<file path="src/rtl/spine_router_if.sv">
// Spine link bundle: four leaf-side input ports and four leaf-side output ports.
// Link protocol is valid-only: a flit transfers whenever valid is high; there is no ready.
interface spine_router_if #(
   parameter int DWIDTH = 16
);
   logic [DWIDTH-1:0] leaf1_in_data, leaf2_in_data, leaf3_in_data, leaf4_in_data;
   logic              leaf1_in_valid, leaf2_in_valid, leaf3_in_valid, leaf4_in_valid;
   logic [5:0]        leaf1_dest_addr, leaf2_dest_addr, leaf3_dest_addr, leaf4_dest_addr;
   logic [DWIDTH-1:0] leaf1_out_data, leaf2_out_data, leaf3_out_data, leaf4_out_data;
   logic              leaf1_out_valid, leaf2_out_valid, leaf3_out_valid, leaf4_out_valid;
   logic [5:0]        leaf1_out_dest_addr, leaf2_out_dest_addr, leaf3_out_dest_addr, leaf4_out_dest_addr;

   modport master (
      output leaf1_in_data, leaf2_in_data, leaf3_in_data, leaf4_in_data,
      output leaf1_in_valid, leaf2_in_valid, leaf3_in_valid, leaf4_in_valid,
      output leaf1_dest_addr, leaf2_dest_addr, leaf3_dest_addr, leaf4_dest_addr,
      input  leaf1_out_data, leaf2_out_data, leaf3_out_data, leaf4_out_data,
      input  leaf1_out_valid, leaf2_out_valid, leaf3_out_valid, leaf4_out_valid,
      input  leaf1_out_dest_addr, leaf2_out_dest_addr, leaf3_out_dest_addr, leaf4_out_dest_addr
   );

   modport slave (
      input  leaf1_in_data, leaf2_in_data, leaf3_in_data, leaf4_in_data,
      input  leaf1_in_valid, leaf2_in_valid, leaf3_in_valid, leaf4_in_valid,
      input  leaf1_dest_addr, leaf2_dest_addr, leaf3_dest_addr, leaf4_dest_addr,
      output leaf1_out_data, leaf2_out_data, leaf3_out_data, leaf4_out_data,
      output leaf1_out_valid, leaf2_out_valid, leaf3_out_valid, leaf4_out_valid,
      output leaf1_out_dest_addr, leaf2_out_dest_addr, leaf3_out_dest_addr, leaf4_out_dest_addr
   );
endinterface

</file>
<file path="src/rtl/spine_router.sv">
// Spine switch: four input FIFOs, per-output round-robin arbitration on dest[5:4],
// registered valid-only outputs, overflow/drop accounting.
module spine_router #(
   parameter int SPINE_ID   = 1,
   parameter int DWIDTH     = 16,
   parameter int FIFO_DEPTH = 8
) (
   input  logic       clk,
   input  logic       reset,
   input  logic       arb_enable,
   spine_router_if.slave bus,
   output logic [3:0] fifo_full,
   output logic [3:0] fifo_empty,
   output logic [3:0] overflow,
   output logic [7:0] drop_count,
   output logic       busy
);
   localparam int AW = $clog2(FIFO_DEPTH);
   localparam int CW = AW + 1;
   localparam int EW = DWIDTH + 6;

   if (SPINE_ID < 1 || SPINE_ID > 4 || FIFO_DEPTH < 2 || (FIFO_DEPTH & (FIFO_DEPTH - 1)) != 0) begin : g_param_check
      $error("spine_router: SPINE_ID must be 1..4 and FIFO_DEPTH a power of two >= 2");
   end

   logic [DWIDTH-1:0] w_in_data [4];
   logic [5:0]        w_in_dest [4];
   logic [3:0]        w_in_valid;

   assign w_in_data[0] = bus.leaf1_in_data;
   assign w_in_data[1] = bus.leaf2_in_data;
   assign w_in_data[2] = bus.leaf3_in_data;
   assign w_in_data[3] = bus.leaf4_in_data;
   assign w_in_dest[0] = bus.leaf1_dest_addr;
   assign w_in_dest[1] = bus.leaf2_dest_addr;
   assign w_in_dest[2] = bus.leaf3_dest_addr;
   assign w_in_dest[3] = bus.leaf4_dest_addr;
   assign w_in_valid   = {bus.leaf4_in_valid, bus.leaf3_in_valid, bus.leaf2_in_valid, bus.leaf1_in_valid};

   // Entry layout: {dest_addr[5:0], data}
   logic [EW-1:0] r_mem [4][FIFO_DEPTH];
   logic [AW-1:0] r_wptr [4];
   logic [AW-1:0] r_rptr [4];
   logic [CW-1:0] r_count [4];
   logic [1:0]    r_rr [4];
   logic [3:0]    r_out_valid;
   logic [EW-1:0] r_out_entry [4];
   logic [3:0]    r_overflow;
   logic [7:0]    r_drop_count;

   logic [EW-1:0] w_head [4];
   logic [1:0]    w_head_grp [4];
   logic [3:0]    w_req;
   logic [3:0]    w_out_grant;
   logic [1:0]    w_out_src [4];
   logic [3:0]    w_pop;
   logic [3:0]    w_full;
   logic [3:0]    w_accept;
   logic [3:0]    w_drop;
   logic [2:0]    w_ndrop;
   logic [8:0]    w_drop_sum;

   always_comb begin
      for (int i = 0; i < 4; i++) begin
         w_head[i]     = r_mem[i][r_rptr[i]];
         w_head_grp[i] = w_head[i][EW-1 -: 2];
         w_req[i]      = arb_enable && (r_count[i] != '0);
         w_full[i]     = (r_count[i] == CW'(FIFO_DEPTH));
      end
   end

   // Each input requests exactly one output, so an input wins at most one grant per cycle.
   always_comb begin
      w_out_grant = '0;
      w_pop       = '0;
      for (int o = 0; o < 4; o++) begin
         w_out_src[o] = '0;
         for (int k = 0; k < 4; k++) begin
            if (!w_out_grant[o] && w_req[r_rr[o] + 2'(k)] && (w_head_grp[r_rr[o] + 2'(k)] == 2'(o))) begin
               w_out_grant[o] = 1'b1;
               w_out_src[o]   = r_rr[o] + 2'(k);
            end
         end
         if (w_out_grant[o]) begin
            w_pop[w_out_src[o]] = 1'b1;
         end
      end
   end

   // A push into a full FIFO survives only when the same FIFO pops this cycle.
   always_comb begin
      w_ndrop = '0;
      for (int i = 0; i < 4; i++) begin
         w_accept[i] = w_in_valid[i] && (!w_full[i] || w_pop[i]);
         w_drop[i]   = w_in_valid[i] && w_full[i] && !w_pop[i];
         w_ndrop     = w_ndrop + {2'b00, w_drop[i]};
      end
      w_drop_sum = {1'b0, r_drop_count} + {6'b0, w_ndrop};
   end

   always_ff @(posedge clk) begin
      for (int i = 0; i < 4; i++) begin
         if (!reset && w_accept[i]) begin
            r_mem[i][r_wptr[i]] <= {w_in_dest[i], w_in_data[i]};
         end
      end
   end

   always_ff @(posedge clk) begin
      if (reset) begin
         for (int i = 0; i < 4; i++) begin
            r_wptr[i]      <= '0;
            r_rptr[i]      <= '0;
            r_count[i]     <= '0;
            r_rr[i]        <= '0;
            r_out_entry[i] <= '0;
         end
         r_out_valid  <= '0;
         r_overflow   <= '0;
         r_drop_count <= '0;
      end else begin
         for (int i = 0; i < 4; i++) begin
            if (w_accept[i]) r_wptr[i] <= r_wptr[i] + 1'b1;
            if (w_pop[i])    r_rptr[i] <= r_rptr[i] + 1'b1;
            r_count[i] <= r_count[i] + CW'(w_accept[i]) - CW'(w_pop[i]);
            if (w_out_grant[i]) begin
               r_out_entry[i] <= w_head[w_out_src[i]];
               r_rr[i]        <= w_out_src[i] + 2'd1;
            end
         end
         r_out_valid  <= w_out_grant;
         r_overflow   <= r_overflow | w_drop;
         r_drop_count <= w_drop_sum[8] ? 8'hFF : w_drop_sum[7:0];
      end
   end

   always_comb begin
      for (int i = 0; i < 4; i++) begin
         fifo_empty[i] = (r_count[i] == '0);
      end
   end

   assign fifo_full  = w_full;
   assign overflow   = r_overflow;
   assign drop_count = r_drop_count;
   assign busy       = (~fifo_empty != 4'b0000) || (r_out_valid != 4'b0000);

   assign bus.leaf1_out_valid     = r_out_valid[0];
   assign bus.leaf2_out_valid     = r_out_valid[1];
   assign bus.leaf3_out_valid     = r_out_valid[2];
   assign bus.leaf4_out_valid     = r_out_valid[3];
   assign bus.leaf1_out_data      = r_out_entry[0][DWIDTH-1:0];
   assign bus.leaf2_out_data      = r_out_entry[1][DWIDTH-1:0];
   assign bus.leaf3_out_data      = r_out_entry[2][DWIDTH-1:0];
   assign bus.leaf4_out_data      = r_out_entry[3][DWIDTH-1:0];
   assign bus.leaf1_out_dest_addr = r_out_entry[0][EW-1:DWIDTH];
   assign bus.leaf2_out_dest_addr = r_out_entry[1][EW-1:DWIDTH];
   assign bus.leaf3_out_dest_addr = r_out_entry[2][EW-1:DWIDTH];
   assign bus.leaf4_out_dest_addr = r_out_entry[3][EW-1:DWIDTH];
endmodule

</file>
<file path="src/flat_wrapper.sv">
// flat-port wrapper written by rule: the top's interface ports become plain ports
module spine_router_flat 
#(
   parameter int SPINE_ID   = 1,
   parameter int DWIDTH     = 16,
   parameter int FIFO_DEPTH = 8
)
  (clk, reset, arb_enable, fifo_full, fifo_empty, overflow, drop_count, busy, bus_leaf1_in_data, bus_leaf2_in_data, bus_leaf3_in_data, bus_leaf4_in_data, bus_leaf1_in_valid, bus_leaf2_in_valid, bus_leaf3_in_valid, bus_leaf4_in_valid, bus_leaf1_dest_addr, bus_leaf2_dest_addr, bus_leaf3_dest_addr, bus_leaf4_dest_addr, bus_leaf1_out_data, bus_leaf2_out_data, bus_leaf3_out_data, bus_leaf4_out_data, bus_leaf1_out_valid, bus_leaf2_out_valid, bus_leaf3_out_valid, bus_leaf4_out_valid, bus_leaf1_out_dest_addr, bus_leaf2_out_dest_addr, bus_leaf3_out_dest_addr, bus_leaf4_out_dest_addr);
  spine_router_if #(.DWIDTH(DWIDTH)) bus_i ();
  input  logic clk;
  input  logic reset;
  input  logic arb_enable;
  output logic [3:0] fifo_full;
  output logic [3:0] fifo_empty;
  output logic [3:0] overflow;
  output logic [7:0] drop_count;
  output logic busy;
  input wire logic [$bits(bus_i.leaf1_in_data)-1:0] bus_leaf1_in_data;
  input wire logic [$bits(bus_i.leaf2_in_data)-1:0] bus_leaf2_in_data;
  input wire logic [$bits(bus_i.leaf3_in_data)-1:0] bus_leaf3_in_data;
  input wire logic [$bits(bus_i.leaf4_in_data)-1:0] bus_leaf4_in_data;
  input wire logic [$bits(bus_i.leaf1_in_valid)-1:0] bus_leaf1_in_valid;
  input wire logic [$bits(bus_i.leaf2_in_valid)-1:0] bus_leaf2_in_valid;
  input wire logic [$bits(bus_i.leaf3_in_valid)-1:0] bus_leaf3_in_valid;
  input wire logic [$bits(bus_i.leaf4_in_valid)-1:0] bus_leaf4_in_valid;
  input wire logic [$bits(bus_i.leaf1_dest_addr)-1:0] bus_leaf1_dest_addr;
  input wire logic [$bits(bus_i.leaf2_dest_addr)-1:0] bus_leaf2_dest_addr;
  input wire logic [$bits(bus_i.leaf3_dest_addr)-1:0] bus_leaf3_dest_addr;
  input wire logic [$bits(bus_i.leaf4_dest_addr)-1:0] bus_leaf4_dest_addr;
  output wire logic [$bits(bus_i.leaf1_out_data)-1:0] bus_leaf1_out_data;
  output wire logic [$bits(bus_i.leaf2_out_data)-1:0] bus_leaf2_out_data;
  output wire logic [$bits(bus_i.leaf3_out_data)-1:0] bus_leaf3_out_data;
  output wire logic [$bits(bus_i.leaf4_out_data)-1:0] bus_leaf4_out_data;
  output wire logic [$bits(bus_i.leaf1_out_valid)-1:0] bus_leaf1_out_valid;
  output wire logic [$bits(bus_i.leaf2_out_valid)-1:0] bus_leaf2_out_valid;
  output wire logic [$bits(bus_i.leaf3_out_valid)-1:0] bus_leaf3_out_valid;
  output wire logic [$bits(bus_i.leaf4_out_valid)-1:0] bus_leaf4_out_valid;
  output wire logic [$bits(bus_i.leaf1_out_dest_addr)-1:0] bus_leaf1_out_dest_addr;
  output wire logic [$bits(bus_i.leaf2_out_dest_addr)-1:0] bus_leaf2_out_dest_addr;
  output wire logic [$bits(bus_i.leaf3_out_dest_addr)-1:0] bus_leaf3_out_dest_addr;
  output wire logic [$bits(bus_i.leaf4_out_dest_addr)-1:0] bus_leaf4_out_dest_addr;
  assign bus_i.leaf1_in_data = bus_leaf1_in_data;
  assign bus_i.leaf2_in_data = bus_leaf2_in_data;
  assign bus_i.leaf3_in_data = bus_leaf3_in_data;
  assign bus_i.leaf4_in_data = bus_leaf4_in_data;
  assign bus_i.leaf1_in_valid = bus_leaf1_in_valid;
  assign bus_i.leaf2_in_valid = bus_leaf2_in_valid;
  assign bus_i.leaf3_in_valid = bus_leaf3_in_valid;
  assign bus_i.leaf4_in_valid = bus_leaf4_in_valid;
  assign bus_i.leaf1_dest_addr = bus_leaf1_dest_addr;
  assign bus_i.leaf2_dest_addr = bus_leaf2_dest_addr;
  assign bus_i.leaf3_dest_addr = bus_leaf3_dest_addr;
  assign bus_i.leaf4_dest_addr = bus_leaf4_dest_addr;
  assign bus_leaf1_out_data = bus_i.leaf1_out_data;
  assign bus_leaf2_out_data = bus_i.leaf2_out_data;
  assign bus_leaf3_out_data = bus_i.leaf3_out_data;
  assign bus_leaf4_out_data = bus_i.leaf4_out_data;
  assign bus_leaf1_out_valid = bus_i.leaf1_out_valid;
  assign bus_leaf2_out_valid = bus_i.leaf2_out_valid;
  assign bus_leaf3_out_valid = bus_i.leaf3_out_valid;
  assign bus_leaf4_out_valid = bus_i.leaf4_out_valid;
  assign bus_leaf1_out_dest_addr = bus_i.leaf1_out_dest_addr;
  assign bus_leaf2_out_dest_addr = bus_i.leaf2_out_dest_addr;
  assign bus_leaf3_out_dest_addr = bus_i.leaf3_out_dest_addr;
  assign bus_leaf4_out_dest_addr = bus_i.leaf4_out_dest_addr;
  spine_router #(.SPINE_ID(SPINE_ID), .DWIDTH(DWIDTH), .FIFO_DEPTH(FIFO_DEPTH)) u_core (.clk(clk), .reset(reset), .arb_enable(arb_enable), .bus(bus_i), .fifo_full(fifo_full), .fifo_empty(fifo_empty), .overflow(overflow), .drop_count(drop_count), .busy(busy));
endmodule
</file>
<file path="config.mk">
export PLATFORM = sky130hd
export DESIGN_NAME = spine_router_flat
export DESIGN_NICKNAME = d
export VERILOG_FILES = /design/src/rtl/spine_router_if.sv /design/src/rtl/spine_router.sv /design/src/flat_wrapper.sv
export SDC_FILE = /design/constraint.sdc
export NUM_CORES = 1
export LEC_CHECK = 0
export CAP_MARGIN = 25
export CELL_PAD_IN_SITES_DETAIL_PLACEMENT = 1
export CELL_PAD_IN_SITES_GLOBAL_PLACEMENT = 1
export CORE_ASPECT_RATIO = 1.25
export CORE_MARGIN = 10
export CORE_UTILIZATION = 56
export CTS_CLUSTER_DIAMETER = 60
export DETAILED_ROUTE_END_ITERATION = 6
export PLACE_DENSITY = 0.87
export RECOVER_POWER = 25
export SYNTH_ARGS = -nofsm -noshare
export SYNTH_HDL_FRONTEND = slang
export SYNTH_SLANG_ARGS = --single-unit
</file>
<file path="constraint.sdc">
create_clock -name clk -period 10.6 [get_ports clk]
set_clock_uncertainty 0.15 [all_clocks]
set_input_delay 2.65 -clock clk [delete_from_list [all_inputs] [get_ports clk]]
set_output_delay 2.65 -clock clk [all_outputs]
set_load 0.01 [all_outputs]
</file>
# Word level (Yosys, flattened, before mapping)
# Memory sizes are Yosys's and may differ from the RTL's.
# Cells that the tools add are included.
# W data, S select, Z words.
# totals
wordCells	490
mem_bits_ro	0
ff_bits	16
mem_count	6
latch_bits	0
ram_bits	840
# classes
bitwise	53
div	0
multipliers	0
reduce_logical	96
shift	0
eq_ne	16
n_mux	224
order_cmp	56
n_addsub	36
# memory_table
name	depth	word_bits	rd	rd_clocked_by_memory_dff	write_ports	line_no	text
u_core.r_mem	4	176	4	0	4	spine_router.sv:41	logic [EW-1:0] r_mem [4][FIFO_DEPTH];
u_core.r_out_entry	4	22	4	0	4	spine_router.sv:47	logic [EW-1:0] r_out_entry [4];
u_core.r_count	4	4	4	0	4	spine_router.sv:44	logic [CW-1:0] r_count [4];
u_core.r_rptr	4	3	4	0	4	spine_router.sv:43	logic [AW-1:0] r_rptr [4];
u_core.r_wptr	4	3	4	0	4	spine_router.sv:42	logic [AW-1:0] r_wptr [4];
u_core.r_rr	4	2	4	0	4	spine_router.sv:45	logic [1:0] r_rr [4];
# op_table
op	n
$mux W176	4
$mux W22	24
$bmux W22 S3	4
$demux W22 S3	4
$bmux W22 S2	4
$mux W2	52
$mux W1	79
$bmux W2 S2	16
$ge A3 B3 Y1 const B	20
$lt A2 B3 Y1 const B	20
$not A2 Y3	20
$logic_and A1 B1 Y1	56
$bmux W1 S2	16
$ge A4 B4 Y1 const B	8
$mux W4	8
$not A3 Y4	8
$add A3 B1 Y3 const B	8
$mux W3	8
$reduce_bool A4 Y1	6
$logic_not A1 Y1	21
$or A1 B1 Y1	20
$add A2 B1 Y2 const B	8
$add A2 B2 Y2 const B	8
$add A4 B1 Y4	4
16 further kinds	55

# Depth between registers and ports, before layout
# Gate-level depths: netlist (run 1).
# An unclocked memory read counts as a cell.
# depth
depth_word	41
mapped_depth	29
mapped_depth_nobuf	27

# Worst setup path before layout (run 1)
# Ideal clock, no wire load.
# synth_timing
kind	input to register
startpoint	input port arb_enable
endpoint	memory u_core.r_mem[3][0] (netlist bit), enable pin
path_buffers	2
path_stages	11
arrival_time_ns	7.352
setup_slack_ns	2.633
path_cell_list	nand2_1 > nor3b_1 > o21ai_0 > a221oi_1 > clkbuf_1 > ha_1 > a22oi_1 > o211ai_1 > a21oi_1 > buf_2 > nor4b_1
# synth_lines
item	line_no	text
start, declared	flat_wrapper.sv:12	input logic arb_enable;
end, declared	spine_router.sv:41	

# Worst setup path in the final report (run 1)
# layout_timing
startpoint	input port arb_enable
endpoint	register u_core.r_drop_count[0] (netlist: u_core.drop_count[0])
# layout_between
elab_chain_len	35
word_cells_on_any_way	148
cone_classes	add/sub: 4; order compare: 8; mux: 77; bitwise: 3; reduce/logical: 56
# layout_lines
item	line_no	text
$logic_and A1 B1 Y1	spine_router.sv:67	w_req[i] = arb_enable && (r_count[i] != '0);
$bmux W1 S2	spine_router.sv:79	if (!w_out_grant[o] && w_req[r_rr[o] + 2'(k)] && (w_head_grp[r_rr[o] + 2'(k)] == 2'(o))) begin
$mux W1 (not written as such)	spine_router.sv:79	
$logic_and A1 B1 Y1	spine_router.sv:79	
$mux W1	spine_router.sv:79	
$logic_not A1 Y1	spine_router.sv:79	
$logic_and A1 B1 Y1 (2 in a row)	spine_router.sv:79	
$mux W1	spine_router.sv:79	
(+18 left out)	-	
$mux W4 *	spine_router.sv:84	if (w_out_grant[o]) begin
$logic_not A1 Y1	spine_router.sv:95	w_drop[i] = w_in_valid[i] && w_full[i] && !w_pop[i];
$logic_and A1 B1 Y1	spine_router.sv:95	
$add A1 B1 Y2	spine_router.sv:96	w_ndrop = w_ndrop + {2'b00, w_drop[i]};
$add A3 B1 Y3	spine_router.sv:96	
$add A3 B1 Y3 *	spine_router.sv:96	
$add A8 B3 Y9 *	spine_router.sv:98	w_drop_sum = {1'b0, r_drop_count} + {6'b0, w_ndrop};
$mux W8 *	spine_router.sv:133	r_drop_count <= w_drop_sum[8] ? 8'hFF : w_drop_sum[7:0];
end signal, assigned	spine_router.sv:133	
end, declared	spine_router.sv:49	logic [7:0] r_drop_count;
# Mark *: on every way between the ends. The rest lies on a longest branch, timed or not. The select of a mux whose other input is x is not followed.
# A chain may end at the register's enable or synchronous reset.

==> results.md, run 1 <==
- 1st-pass router iterations: 6
- Effective utilization at floorplan: 0.565
- Number of instances in the placed design: 3,075
- Layout cells sized above 1: 0.172
- Synth warn: 0
- Global Route Usage Sum: 0.295
- Area growth syn-to-layout: 16.8%
- CTS max path bufs: 3
- Syn avg cell area: 17.6 um^2
- Critical Path AT: 9.58 ns
- CTS clk-pin slew, worst paths: 0.06 ns
- Min Tclk post-route: 9.18 ns
- Vias: 21.4k
- HP Class: reg -> reg
- GPL Wtd Cong: 0.871
- Drc violations: 0
- Mapped Cells: 2,068
- Number of global-route vias before repair: 22.7k
- Initial drt markers: 2,769
- Crit-path max FO: 24
- Design Power: 12.2 mW
- Number of hold buffers added after cts: 0
- Max-capacitance violation count: 0
- Int Pwr: 7.65 mW
- Asr flop ratio synth: 0
- Via density: 6.62
- RSZ-0062 raised after global routing: false
- EDFF count, synth: 824
- Sw Pwr: 4.52 mW
- Least-Margin Pin Slew: 1.14 ns
- Yosys reg bits: 856
- Total wire length: 112,000 um
- Setup TNS Final: 0 ns
- Port Buffer Count: 207
- Initial antenna violation count: 9
- Clk Latency, worst-skew pair: 0.64 ns
- IO Pins: 208
- Die Y: 305 um
- Power share of the clock group: 0.242
- Clock sinks: 856
- Setup crit end kind: flop
- Top-count cell post-synth: edfxtp_1
- Switching share of power: 0.371
- Peak supply drop: 0.214 mV
- Top_reg_cell synth: edfxtp_1
- Top cells by area, synth: edfxtp_1 (68%), mux4_2 (10%), mux2i_1 (8.2%)
- Hold Vio Cnt, Final: 0
- Leading area contributor after synthesis: edfxtp_1
- Core area: 64,400 um^2
- CTS tree: built
- Drt wl/cell: 34.6 um
- Leak: 14.6 nW
- Global route total overflow: 0
- Mapped cell area: 36,400 um^2
- Final slew viol count: 0
- First-pass GRT wire length: 162,000 um
- Fin Hold WS: 0.341 ns
- Detail Route Antenna Nets: 0
- CTS Root Cell: clkbuf_16
- Post-route worst setup slack: 1.42 ns
- DP Wirelength: 70,000 um
- Final Non-Filler Cells: 3,234
- Num rows: 104
- Required time of the critical path: 11.01 ns
- Sequential fraction of design power: 0.370
- PwrDens: 286 nW/um^2
- Post-CTS Resized: 0
- Most frequent cells after synthesis: edfxtp_1 (824), mux2i_1 (298), mux4_2 (169)
- Final Net Count: 2,466
- Combinational share of power: 0.388
- Synth top area share: 0.679
- Post-synthesis cell type count: 68
- CTS Buf Count: 84
- DP Worst Slack: 0.881 ns
- Max-slew headroom: 0.218
- Final count of negative-setup-slack endpoints: 0
- H-tree depth: 3
- Die width: 248 um
- Sequential-to-total area share from yosys stat: 0.697
- Startpoint types: primary input
- Largest net degree at the start of global routing: 49
- Die Area: 75,700 um^2
- Post-CTS Setup Inserts: 0
- F_max: 0.109 GHz
- Setup CP Type: in -> reg
- Final period utilization: 0.866
- Run status: finished, final reports clean
power groups by stage:
stage / Sequential [mW] / Clock, mW / Combinational, mW
3_3_place_gp: 4.51 / 0 / 4.20
6_report: 4.50 / 2.94 / 4.73
3_5_place_dp: 4.54 / 0 / 4.47
4_1_cts: 4.49 / 2.96 / 4.61
5_1_grt: 4.51 / 3.10 / 4.97
2_1_floorplan: 4.41 / 0 / 2.77
flip-flops by register name, summed over array words and instances (netlist names):
name                flops
u_core.r_count         16
u_core.drop_count       8
u_core.r_rr             8
u_core.r_wptr          12
u_core.r_mem          704
u_core.r_rptr          12
u_core.r_out_valid      4
u_core.r_out_entry     88
u_core.overflow         4
path summary, 6_finish.rpt:
check                         end                 from  slack (ns)  cells past startpoint
max          u_core.drop_count[0]           arb_enable        1.42                     23
max reg2reg  u_core.drop_count[0]  u_core.r_rptr[0][0]        2.69                     25
min            u_core.overflow[0]   u_core.overflow[0]        0.34                      1
min reg2reg    u_core.overflow[0]   u_core.overflow[0]        0.34                      1
cells by family after synthesis:
logic type	count (synthesis)	share of synthesized area
other cells	1	0.000103
simple gates	349	0.0466
compound gates	137	0.0242
xor+xnor	19	0.00457
buf+inv	178	0.0192
flops	856	0.697
mux	475	0.189
fa+ha+maj	53	0.0194
cell usage in the layout, fill, tap and decap left out, drive strengths merged, types with 4 or more instances in the layout:
master	synthesis	layout
nand2	117	117
nor4b	8	8
a21o	7	7
nand4b	5	5
a21oi	66	66
nor3b	8	8
nand2b	12	12
or3	7	7
dfxtp	32	32
mux2i	298	298
a22oi	5	5
o21ai	17	17
clkbuf	67	111
dlygate4sd3	0	63
clkdlybuf4s50	0	143
nand4	8	8
mux2	8	8
a221oi	4	4
nand3	10	10
nor4	20	20
diode	0	5
conb	1	4
edfxtp	824	824
bufinv	0	5
ha	47	47
xnor2	12	12
and3	7	7
nor2b	17	17
inv	70	74
xor2	7	7
mux4	169	169
nor3	19	19
or2	8	8
nor2	88	88
and2	6	6
fa	6	6
clkinv	1	29
a211oi	7	7
buf	40	61
or3b	4	4
through the flow:
| stage | util | instance area (um^2) |
|---|---|---|
| 2_1_floorplan | - | 36400 |
| 3_3_place_gp | 0.618 | 39800 |
| 3_5_place_dp | 0.618 | 39800 |
| 4_1_cts | 0.659 | 42500 |
| 5_1_grt | 0.661 | 42500 |
| 6_report | 0.661 | 42600 |
area by class of cell:
cell class	instances	area [um^2]
clock inverter	39	365
fill	5403	21900
tap	848	1060
multi-input combinational	1037	10600
timing repair buffer	268	2570
sequential	856	25400
clock buffer	110	2270
antenna	5	12.5
inverter	71	267
worst max-delay path, stage by stage:
cell	delay, ns
clkdlybuf4s50_1	0.72
nand2_1	0.20
a211oi_1	0.58
o21ai_0	0.22
a21oi_1	0.22
or2_2	0.50
inv_1	0.54
ha_1	0.37
nor2b_1	0.13
a221oi_1	0.33
nand2_1	0.11
a21oi_2	0.66
nand2_1	0.19
fa_1	0.50
inv_1	0.06
ha_1	0.17
inv_1	0.06
fa_1	0.40
nor2b_1	0.11
o21ai_0	0.12
nor2_1	0.21
nand4_1	0.26
a21oi_1	0.22
metal layers:
layer,routed length (um),GRT usage,vias to the layer above
met2,55700,0.481,1308
met5,53,0,-
met1,39500,0.363,11100
met4,6450,0.155,8
li1,-,-,8667
met3,10200,0.0661,310
Note: power is estimated with default switching activity, not from simulation.
==> run 2: changes to the inputs <==
--- a/config.mk
+++ b/config.mk
@@ -10,10 +10,10 @@
 export CELL_PAD_IN_SITES_GLOBAL_PLACEMENT = 1
 export CORE_ASPECT_RATIO = 1.25
 export CORE_MARGIN = 10
-export CORE_UTILIZATION = 56
+export CORE_UTILIZATION = 52
 export CTS_CLUSTER_DIAMETER = 60
 export DETAILED_ROUTE_END_ITERATION = 6
-export PLACE_DENSITY = 0.87
+export PLACE_DENSITY = 0.81
 export RECOVER_POWER = 25
 export SYNTH_ARGS = -nofsm -noshare
 export SYNTH_HDL_FRONTEND = slang
==> constraint.sdc (replaced) <==
create_clock -name clk -period 10.42 [get_ports clk]
set_clock_uncertainty 0.15 [all_clocks]
set_input_delay 2.605 -clock clk [delete_from_list [all_inputs] [get_ports clk]]
set_output_delay 2.605 -clock clk [all_outputs]
set_load 0.01 [all_outputs]
==> run 2 against run 1 <==
  * Critical path depth did not move
  * Global-route usage fell by 3.7 points
  * Largest cell class unchanged
  * Critical endpoint is now u_core.drop_count[2]
  * Sequential share of layout area fell by 0.50 points
  * Combinational power fell by 2%
  * Utilization fell by 4.3 points
  * Largest power group unchanged
  * Cell count rose by 2.8%
==> results.md, run 2 (synthesized netlist as in run 1, its figures left out) <==
- Combinational share of power: 0.374 (was 0.388)
- CTS tree: built (unchanged)
- RSZ-0062 raised after global routing: false (unchanged)
- IO Pins: 208 (unchanged)
- Post-CTS Resized: 0 (unchanged)
- Commonest non-fill, non-tap cell in the layout: edfxtp_1 (unchanged)
- Final instance area: 42,900 um^2 (was 42,600 um^2)
- CTS clk-pin slew, worst paths: 0.06 ns (about the same)
- Critical Path AT: 9.46 ns (was 9.58 ns)
- GPL Wtd Cong: 0.843 (was 0.871)
- Layout cells sized above 1: 0.177 (was 0.172)
- Number of global-route vias before repair: 22.2k (was 22.7k)
- PwrDens: 289 nW/um^2 (was 286 nW/um^2)
- CTS Buf Count: 86 (was 84)
- Startpoint types: primary input (unchanged)
- Max-slew headroom: 0.198 (was 0.218)
- Setup crit end kind: flop (unchanged)
- Multi-input gate area: 10,600 um^2 (about the same)
- F_max: 0.110 GHz
- Final slew viol count: 0 (unchanged)
- Least-Margin Pin Slew: 1.17 ns (was 1.14 ns)
- Leak: 14.7 nW (was 14.6 nW)
- Die Area: 81,100 um^2 (was 75,700 um^2)
- Critical R2R Capture: u_core.drop_count[2] (was u_core.drop_count[0])
- FF-to-FF Start: u_core.r_rptr[0][1] (was u_core.r_rptr[0][0])
- Port Buffer Count: 207 (unchanged)
- CTS Root Cell: clkbuf_16 (unchanged)
- Setup CP Type: in -> reg (unchanged)
- Peak supply drop: 0.222 mV (was 0.214 mV)
- Final Net Count: 2,465 (was 2,466)
- Fillers: 6,106 (was 5,403)
- Number of hold buffers added after cts: 0 (unchanged)
- Final period utilization: 0.869
- Vias: 20.8k (was 21.4k)
- HP Class: reg -> reg (unchanged)
- Flop-to-flop setup slack: 2.28 ns (was 2.69 ns)
- Max-capacitance violation count: 0 (unchanged)
- Final count of negative-setup-slack endpoints: 0 (unchanged)
- DP Wirelength: 69,400 um (was 70,000 um)
- Initial antenna violation count: 12 (was 9)
- Total wire length: 105,000 um (was 112,000 um)
- Placement Cell Area: 40,000 um^2 (was 39,800 um^2)
- Global Route Usage Sum: 0.258 (was 0.295)
- Setup TNS Final: 0 ns (unchanged)
- First-pass GRT wire length: 154,000 um (was 162,000 um)
- Area growth syn-to-layout: 17.8% (was 16.8%)
- Clock sinks: 856 (unchanged)
- Drc violations: 0 (unchanged)
- Worst-case reg-to-reg path depth: 23 (was 25)
- Post-CTS Setup Inserts: 0 (unchanged)
- Clk Latency, worst-skew pair: 0.66 ns (was 0.64 ns)
- Run status: finished, final reports clean (unchanged)
- CTS max path bufs: 3 (unchanged)
- Power share of the clock group: 0.259 (was 0.242)
- Sequential fraction of design power: 0.367 (was 0.370)
- Effective utilization at floorplan: 0.524 (was 0.565)
- FF/Latch Area: 25,400 um^2 (unchanged)
- Switching share of power: 0.357 (was 0.371)
- Int Pwr: 7.97 mW (was 7.65 mW)
- Core area: 69,500 um^2 (was 64,400 um^2)
- Die width: 257 um (was 248 um)
- Crit-path max FO: 24 (unchanged)
- Sw Pwr: 4.42 mW (was 4.52 mW)
- Num rows: 108 (was 104)
- Drt wl/cell: 31.6 um (was 34.6 um)
- Die Y: 316 um (was 305 um)
- Hold Vio Cnt, Final: 0 (unchanged)
- Max reg flops: 704 (unchanged)
- Largest net degree at the start of global routing: 62 (was 49)
- Initial drt markers: 2,190 (was 2,769)
- Worst hold path depth: 2 (was 1)
- Required time of the critical path: 10.82 ns (was 11.01 ns)
- 1st-pass router iterations: 5 (was 6)
- H-tree depth: 3 (unchanged)
- Min Tclk post-route: 9.06 ns
- Global route total overflow: 0 (unchanged)
- HP Start: u_core.overflow[3] (was u_core.overflow[0])
- Commonest cells after routing, fill and taps aside: edfxtp_1 (824), mux2i_1 (298), mux4_2 (169), clkdlybuf4s50_1 (143), nand2_1 (117) (unchanged)
- Worst Hold End: u_core.overflow[3] (was u_core.overflow[0])
- Via density: 6.26 (was 6.62)
- Detail Route Antenna Nets: 0 (unchanged)
-- run 2: cell count changes in the layout (fill, tap and decap cells not counted), moves of 2 or more --
cell / change
bufinv_16: +5
clkbuf_16: +4
clkbuf_1: -3
diode_2: -3
inv_6: +3
clkbuf_8: +2
clkinv_1: -2
clkinv_4: -2
clkinv_8: +2
clkinvlp_4: +2
inv_16: -2
-- run 2: worst max path at each step --
stage               startpoint                    to  slack [ns]  depth (start not counted)
floorplan           arb_enable    u_core.r_mem[3][0]        2.50                         11
global placement    arb_enable  u_core.drop_count[4]        1.30                         23
detailed placement  arb_enable  u_core.drop_count[2]        0.84                         23
CTS                 arb_enable  u_core.drop_count[2]        1.47                         23
global route        arb_enable  u_core.drop_count[2]        0.98                         23
finish              arb_enable  u_core.drop_count[2]        1.36                         23
-- run 2: metal layers --
metal	up-vias	track usage	part of all wire	routed length (um)
met1	10900	0.324	0.38	40200
met5	-	0	0.00057	60
met4	10	0.121	0.046	4870
met2	999	0.429	0.50	52100
li1	8676	-	-	-
met3	224	0.0514	0.075	7840
-- run 2: layout make-up --
type,count,share of cell area
clock buffers,113,0.0557
inverters,71,0.00621
well taps,935,0.0273
repair buffers,265,0.0592
diodes,2,0.000117
flip-flops and latches,856,0.591
multi-input cells,1037,0.248
clock inverters,46,0.0124
-- run 2: power groups by stage --
| stage | registers, mW | logic, mW | clock network, mW |
|---|---|---|---|
| CTS | 4.54 | 4.63 | 3.26 |
| floorplan | 4.48 | 2.81 | 0 |
| global route | 4.56 | 4.93 | 3.39 |
| finish | 4.55 | 4.64 | 3.21 |
| detailed placement | 4.60 | 4.56 | 0 |
| global placement | 4.59 | 4.31 | 0 |
-- run 2: through the flow --
| stage | power [mW] | setup slack (ns) | util | hold WS (ns) | cells |
|---|---|---|---|---|---|
| final | 12.4 | 1.36 | 0.618 | 0.362 | 3325 |
| after global routing | 12.9 | 0.983 | 0.618 | 0.379 | 3324 |
| after CTS | 12.4 | 1.47 | 0.618 | 0.365 | 3323 |
| after detailed placement | 9.16 | 0.836 | 0.576 | 0.338 | 3164 |
| after global placement | 8.90 | 1.30 | 0.575 | 0.344 | 3161 |
| after floorplan | 7.30 | 2.50 | - | 0.320 | 2071 |
-- run 2: critical path: stages --
cell and delay (ns):
clkdlybuf4s50_1 0.66, nand2_1 0.14, a211oi_1 0.58, o21ai_0 0.20
a21oi_1 0.16, or2_2 0.47, inv_1 0.54, ha_1 0.37
nor2b_1 0.12, a221oi_1 0.38, nand2_1 0.12, a21oi_2 0.65
nand2_1 0.20, fa_1 0.53, inv_1 0.08, ha_1 0.18
inv_1 0.06, fa_1 0.41, nor2b_1 0.12, o21ai_0 0.14
nor2_1 0.21, nand4_1 0.27, a21oi_1 0.25
